`config.mk`:
```
export PLATFORM = sky130hd
export DESIGN_NAME = spshift_ctrl
export DESIGN_NICKNAME = d
export VERILOG_FILES = /design/src/rtl/spshift_pkg.sv /design/src/rtl/modcounter.sv /design/src/rtl/spshift_ctrl.sv
export SDC_FILE = /design/constraint.sdc
export NUM_CORES = 1
export LEC_CHECK = 0
export CAP_MARGIN = 20
export CORE_AREA = 2 2 39 41
export DETAILED_ROUTE_END_ITERATION = 6
export DIE_AREA = 0 0 41 43
export PLACE_DENSITY = 0.48
export RECOVER_POWER = 25
export SLEW_MARGIN = 20
export SYNTH_ARGS = -nofsm -noshare
export SYNTH_HDL_FRONTEND = slang
export SYNTH_SLANG_ARGS = --single-unit
```
`constraint.sdc`:
```
create_clock -name clk -period 1.8 [get_ports clk]
set_input_delay 0.27 -clock clk [delete_from_list [all_inputs] [get_ports clk]]
set_output_delay 0.27 -clock clk [all_outputs]
set_load 0.01 [all_outputs]
```
`src/rtl/spshift_pkg.sv`:
```
// Shared types and helpers for the spshift_ctrl sequencing controller.
package spshift_pkg;

  typedef enum logic [1:0] {INIT, FILL, PAD, FULL} spshift_state_t;

  function automatic int spshift_lw(input int m);
    return $clog2(m + 1);
  endfunction

endpackage

```
`src/rtl/modcounter.sv`:
```
// Saturating up counter holding the number of chunks currently in the shift register.
module modcounter #(
  parameter int W   = 2,
  parameter int MOD = 2
) (
  input  logic         clk,
  input  logic         reset_n,
  input  logic         inc,
  input  logic         clr,
  output logic [W-1:0] count
);

  logic [W-1:0] cnt_q;
  logic [W-1:0] cnt_d;

  // A clear with a simultaneous increment restarts the count at one.
  always_comb begin
    cnt_d = cnt_q;
    if (clr) begin
      cnt_d = inc ? W'(1) : '0;
    end else if (inc && (cnt_q < W'(MOD))) begin
      cnt_d = cnt_q + 1'b1;
    end
  end

  always_ff @(posedge clk or negedge reset_n) begin
    if (!reset_n) begin
      cnt_q <= '0;
    end else begin
      cnt_q <= cnt_d;
    end
  end

  assign count = cnt_q;

endmodule

```
`src/rtl/spshift_ctrl.sv`:
```
// Chunk-to-word sequencing controller driving an external spshiftreg.
// Define SPSHIFT_CTRL_FLUSH_EN to enable zero-padded partial-word flushing.
module spshift_ctrl
  import spshift_pkg::*;
#(
  parameter int N  = 4,
  parameter int M  = 2,
  parameter int LW = spshift_lw(M)
) (
  input  logic          clk,
  input  logic          reset_n,
  input  logic          s_valid,
  output logic          s_ready,
  input  logic [N-1:0]  s_data,
`ifdef SPSHIFT_CTRL_FLUSH_EN
  input  logic          flush,
  output logic          m_partial,
`endif
  output logic          m_valid,
  input  logic          m_ready,
  output logic          sr_en,
  output logic          sr_clr,
  output logic [N-1:0]  sr_sin,
  output logic [LW-1:0] level
);

  spshift_state_t state_q;
  spshift_state_t state_d;
  logic           m_valid_q;
  logic           lvl_inc;
  logic           lvl_clr;
  logic           last_slot;

`ifdef SPSHIFT_CTRL_FLUSH_EN
  logic           m_partial_q;
  logic           m_partial_d;
`endif

  modcounter #(
    .W   (LW),
    .MOD (M)
  ) u_level (
    .clk     (clk),
    .reset_n (reset_n),
    .inc     (lvl_inc),
    .clr     (lvl_clr),
    .count   (level)
  );

  // The next shift completes the word.
  assign last_slot = (level == LW'(M - 1));

  always_comb begin
    state_d = state_q;
    s_ready = 1'b0;
    sr_en   = 1'b0;
    sr_clr  = 1'b0;
    sr_sin  = '0;
    lvl_inc = 1'b0;
    lvl_clr = 1'b0;
`ifdef SPSHIFT_CTRL_FLUSH_EN
    m_partial_d = m_partial_q;
`endif
    case (state_q)
      INIT: begin
        sr_clr  = 1'b1;
        state_d = FILL;
      end
      FILL: begin
`ifdef SPSHIFT_CTRL_FLUSH_EN
        if (flush && (level != '0)) begin
          sr_en       = 1'b1;
          lvl_inc     = 1'b1;
          state_d     = last_slot ? FULL : PAD;
          m_partial_d = last_slot;
        end else
`endif
        begin
          s_ready = 1'b1;
          sr_sin  = s_data;
          sr_en   = s_valid;
          lvl_inc = s_valid;
          if (s_valid && last_slot) begin
            state_d = FULL;
          end
        end
      end
`ifdef SPSHIFT_CTRL_FLUSH_EN
      PAD: begin
        sr_en   = 1'b1;
        lvl_inc = 1'b1;
        if (last_slot) begin
          state_d     = FULL;
          m_partial_d = 1'b1;
        end
      end
`endif
      FULL: begin
        s_ready = m_ready;
        if (m_ready) begin
          sr_sin  = s_data;
          sr_en   = s_valid;
          lvl_clr = 1'b1;
          lvl_inc = s_valid;
          state_d = FILL;
`ifdef SPSHIFT_CTRL_FLUSH_EN
          m_partial_d = 1'b0;
`endif
        end
      end
      default: begin
        state_d = INIT;
      end
    endcase
  end

  always_ff @(posedge clk or negedge reset_n) begin
    if (!reset_n) begin
      state_q   <= INIT;
      m_valid_q <= 1'b0;
    end else begin
      state_q   <= state_d;
      m_valid_q <= (state_d == FULL);
    end
  end

`ifdef SPSHIFT_CTRL_FLUSH_EN
  always_ff @(posedge clk or negedge reset_n) begin
    if (!reset_n) begin
      m_partial_q <= 1'b0;
    end else begin
      m_partial_q <= m_partial_d;
    end
  end

  assign m_partial = m_partial_q;
`endif

  assign m_valid = m_valid_q;

endmodule

```
==> results.cfg, run 1 <==
[run_status]
status = completed

[setup_path]
path_delay_family = buffers and inverters
end_kind = output pin
worstPathCellList = buf_4, nor2_1, clkdlybuf4s50_1
crit_cells = 3
critPathRequiredTime_ns = 1.53
cp.arrival_ns = 1.42
r2r_setup_slack_ns = 0.59
worst-r2r-cell-count = 4
cpPeakStageDelay_ns = 0.54
r2r-start = state_q[0]
startpoint_type = flop
setup.worst_path.end = sr_clr
cp.buffers_inverters = 2
worstReg2RegEnd = u_level.count[0]
critPathKind = flop to output pin
crit_start = state_q[1]
slowest_stage = clkdlybuf4s50_1
critical_path.max_fanout = 7

[clock_tree]
htreeDepth = 1
cts.sink_count = 5
cts_root_buffer = clkbuf_4
cts_hold_buf = 0
cts.clk_slew.worst_paths_ns = 0.04
cts_made_buffers = 3
tritoncts = built
insertion_delay_ns = 0.24
cts_buffer_depth = 2

[sta]
worstMarginPinSlew_ns = 0.2888
finalSetupViolCount = 0
rsz0062_at_grt = no
maxSlewViolCount = 0
whs_ns = 0.3150
period_minus_slack_ns = 1.691
hold_viol_final = 0
relSlewSlack_pct = 80.74
fmax_mhz = 591.3
fin_skew_ns = 0.002577
finalCritPeriodShare_pct = 93.96

[detailed_routing]
routed_via_density = 4.254
vias = 302
wl_per_cell_um = 10.93
drt_wl_total_um = 776
dr.pass1.iters = 4
drc_errors = 0
ant_nets = 0
drt_iter0_markers = 6

[die]
die_height_um = 43
die_area_mm2 = 0.001763
rows = 14
initial_core_util_pct = 20.25
die_w_um = 41
io_pins = 18
core_mm2 = 0.001384

[power_and_ir_drop]
p_leak_nw = 0.2466
intPower_uw = 223.4
p_seq_share_pct = 39.9
p_sw_share_pct = 21.00
power_uw = 282.7
power_switching_uw = 59.37
clkPwrFrac_pct = 45.5
pwr-share-comb_pct = 14.6
powerDensity_mw_per_mm2 = 547.1
ir_drop_v = 0.0002762

[run]
maxCapViolCount = 0

[synth]
syn_avg_cell_area_um2 = 9.041
yosysTopAreaCellShare_pct = 44.64
synthMuxAreaShare_pct = 0
ys_seq_elements = 5
synth_top_family_by_area = simple AND/OR/NAND/NOR gates
synth_edf_count = 0
yosysSeqAreaShare_pct = 44.64
yosysMostFrequentCell = dfrtp_1
synth-simple-area-share_pct = 34.38
synth_warnings = 0
ys.flop_type = dfrtp_1
synth-xor-area-share_pct = 0
synth.net_count = 40
yosysTopAreaCell = dfrtp_1
synthCells = 31
synth-compound-area-share_pct = 13.39
syn_area_um2 = 280.3
synth_adder_area_share_pct = 4.464
synth-async-reset-ratio_pct = 100.0
ys_top_cells_by_area = dfrtp_1 (45%), and3_1 (8.9%), and2_1 (6.7%), nand2b_1 (6.7%), nand2_1 (5.4%)
netlist-cell-type-count = 16
synth_common_cells = dfrtp_1 (5), and3_1 (4), nand2_1 (4), and2_1 (3), nand2b_1 (3)

[grt]
grt_max_degree = 13
grt_pass1_vias = 294
grt.total_usage_pct = 10.23
grt_pass1_wl_um = 1186
gr-max-usage-layer = met2
grt.overflow.total = 0
grt_util_met1_pct = 10.93
grt_use_met3_pct = 1.571
grt_antenna_before_repair = 0
grt_use_met2_pct = 16.56

[layout]
multi_input_area_um2 = 148.9
area_growth_pct = 84.38
fin_util_pct = 37.34
n_antenna_cell = 0
seqCellArea_um2 = 125.1
nFillCells = 145
drive_above_1_share_pct = 14.55
fin_nets = 65

[hold_path]
hold_path_class = primary input to async pin

[place]
portBuffers = 17
dpl.hpwl_um = 626
gp_congestion = 0.6177
how the worst min path moves through the flow:
stage                  from    endpoint  cells past startpoint
global placement    reset_n  state_q[0]                      1
global route        reset_n  state_q[0]                      1
floorplan           reset_n     m_valid                      0
CTS                 reset_n  state_q[0]                      1
finish              reset_n  state_q[0]                      1
detailed placement  reset_n     m_valid                      1
state kept, by name, summed over array words and instances (netlist names):
signal	flops
u_level.count	2
state_q	2
m_valid	1
layout make-up:
type,instances,area share (%)
Inverter,1,0.7264
Sequential cell,5,24.21
Multi-Input combinational cell,24,28.81
Tap cell,16,3.874
Timing Repair Buffer,21,37.29
Clock buffer,4,5.085
cells by family (layout without fill, tap and decap cells):
| logic type | count (synthesis) | count (layout) |
|---|---|---|
| AO/OA/AOI/OAI | 6 | 6 |
| adder cells (fa/ha/maj) | 1 | 1 |
| flip-flops | 5 | 5 |
| buffers and inverters | 2 | 26 |
| AND/OR/NAND/NOR | 17 | 17 |
worst reg2reg max path, cell delays in order, from the launching register on:
cell      delay [ns]
dfrtp_1         0.50
nand2_1         0.12
buf_4           0.15
nor4b_1         0.23
a211oi_1        0.08
routing by layer:
metal	vias up	routed length, µm	part of all wire (%)
met5	-	0	0
met4	0	15	1.9
met3	2	37	4.8
met2	12	423	55
met1	134	299	39
li1	154	-	-
metrics by stage:
stage                     cells  instance area [µm²]  worst slack [ns]  TNS (ns)
after global placement       67                495.5          -0.08153   -0.4323
after floorplan              31                280.3            0.6819         0
after global routing         71                516.7           0.06979         0
final                        71                516.7            0.1087         0
after detailed placement     67                495.5           -0.1505   -0.7615
after CTS                    71                516.7            0.1006         0
what timing repair did:
action,4_1_cts,5_1_grt
endpoints found under the setup margin,6,0
gates resized for setup,7,0
setup buffers,0,0
cell usage in the layout, fill, tap and decap left out, drive strengths merged:
cell type	Yosys	final
nor4b	1	1
clkbuf	0	4
and3	4	4
buf	1	4
ha	1	1
nor2	1	1
clkdlybuf4s50	0	10
o21ai	2	2
dlygate4sd2	0	6
o21a	1	1
nand2b	3	3
dlygate4sd3	0	1
a31oi	1	1
dfrtp	5	5
inv	1	1
a211oi	1	1
nor2b	1	1
nand2	4	4
and2	3	3
o22ai	1	1
power by group through the flow:
stage	Combinational, mW	Sequential [mW]	Clock, mW
3_3_place_gp	0.0452	0.114	0
2_1_floorplan	0.0107	0.114	0
5_1_grt	0.0446	0.113	0.141
4_1_cts	0.0423	0.113	0.132
3_5_place_dp	0.0463	0.114	0
6_report	0.0414	0.113	0.129
Power figures use the tool's default switching activity.
==> run 2, diff against run 1 <==
SKIP_CTS_REPAIR_TIMING = 1   (was unset)
==> results.cfg, run 2 (same netlist as run 1, synthesis figures left out) <==
[sta]
worstMarginPinSlew_ns = 0.2858
fmax_mhz = 583.6
relSlewSlack_pct = 80.95
hold_viol_final = 0
finalCritPeriodShare_pct = 95.20
rsz0062_at_grt = no
fin_skew_ns = 0.002577
setup_ws_ns = 0.08645
period_minus_slack_ns = 1.714
maxSlewViolCount = 0
finalSetupViolCount = 0

[run]
maxCapViolCount = 0

[run_status]
status = completed

[clock_tree]
htreeDepth = 1
cts_buffer_depth = 2
cts_made_buffers = 3
cts_root_buffer = clkbuf_4
cts.clk_slew.worst_paths_ns = 0.04
insertion_delay_ns = 0.24
tritoncts = built
cts.sink_count = 5

[detailed_routing]
drt_wl_total_um = 818
ant_nets = 0
routed_via_density = 4.310
vias = 306
drt_iter0_markers = 11
drc_errors = 0
wl_per_cell_um = 11.52
dr.pass1.iters = 2

[setup_path]
end_kind = output pin
startpoint_type = flop
critical_path.max_fanout = 7
critPathKind = flop to output pin
cp.arrival_ns = 1.44
r2r_setup_slack_ns = 0.59
critPathRequiredTime_ns = 1.53

[die]
initial_core_util_pct = 20.25
core_mm2 = 0.001384
die_w_um = 41
rows = 14
io_pins = 18
die_area_mm2 = 0.001763
die_height_um = 43

[layout]
stdcell_area_um2 = 544.3
area_growth_pct = 94.20
drive_above_1_share_pct = 14.55
layout_commonest_cell = clkdlybuf4s50_1
final_cell_mix = clkdlybuf4s50_1 (10), dlymetal6s2s_1 (6), dfrtp_1 (5)
fin_util_pct = 39.33
nFillCells = 139
seqCellArea_um2 = 125.1
n_antenna_cell = 0
fin_nets = 65
multi_input_area_um2 = 153.9

[grt]
grt.overflow.total = 0
grt_antenna_before_repair = 0
grt_pass1_wl_um = 1186
grt_max_degree = 13
grt.total_usage_pct = 10.23
grt_pass1_vias = 293

[place]
portBuffers = 17
gp_congestion = 0.6177
pre_cts_ws_ns = -0.1505
place_area_um2 = 495.5
dpl.hpwl_um = 626

[hold_path]
hold_path_class = primary input to async pin

[power_and_ir_drop]
powerDensity_mw_per_mm2 = 525.8
ir_drop_v = 0.0002706
p_leak_nw = 0.2920
==> run 2: worst paths after layout <==
path | start | to | cells after the start
worst max-delay path | state_q[1] | sr_clr | 3
worst min-delay path | reset_n | state_q[0] | 1
worst max register to register | state_q[0] | u_level.count[0] | 4
worst min register to register | u_level.count[1] | u_level.count[1] | 2
max in group asynchronous | reset_n | u_level.count[1] | 1
min in group clk | u_level.count[1] | u_level.count[1] | 2
==> run 2: layout make-up <==
class / count / area share, %
Multi-Input combinational cell: 24 / 28.28
Sequential cell: 5 / 22.99
Inverter: 1 / 0.6897
Timing Repair Buffer: 21 / 39.54
Clock buffer: 4 / 4.828
Tap cell: 16 / 3.678
==> run 2: critical path, cell delays in order, from the launching register on <==
cell and delay (ns):
dfrtp_1 0.40, buf_4 0.17, nor2_1 0.09, clkdlybuf4s50_1 0.54
==> run 2: stage by stage <==
step                      setup TNS, ns  total power, mW  hold WS (ns)  instances
final                                 0           0.2862        0.3151         71
after floorplan                       0           0.1252      -0.02559         31
after detailed placement        -0.7615           0.1607        0.5065         67
after global routing                  0           0.3015        0.3277         71
after global placement          -0.4323           0.1597        0.4985         67
after CTS                       -0.7942           0.2917        0.2474         71
==> run 2: power breakdown <==
| part | switching, mW | internal [mW] | leakage (nW) |
|---|---|---|---|
| Combinational | 0.0150 | 0.0298 | 0.218 |
| Clock | 0.0448 | 0.0837 | 0.0150 |
| Sequential | 0 | 0.113 | 0.0594 |
| Total | 0.0598 | 0.226 | 0.292 |
==> run 2: metal layers <==
metal	up-vias	global-route usage, %	wire length [µm]	share of wire, %
met3	2	1.571	37	4.5
met5	-	0	0	0
met1	139	10.93	305	37
li1	155	-	-	-
met4	0	8.000	15	1.8
met2	10	16.56	460	56
==> run 3, diff against run 2 <==
GPL_ROUTABILITY_DRIVEN = 0   (was unset)
SETUP_SLACK_MARGIN = 0.02   (was unset)
==> results of run 3 <==
Same layout as run 2: the final DEF is identical, and so are final timing and power.
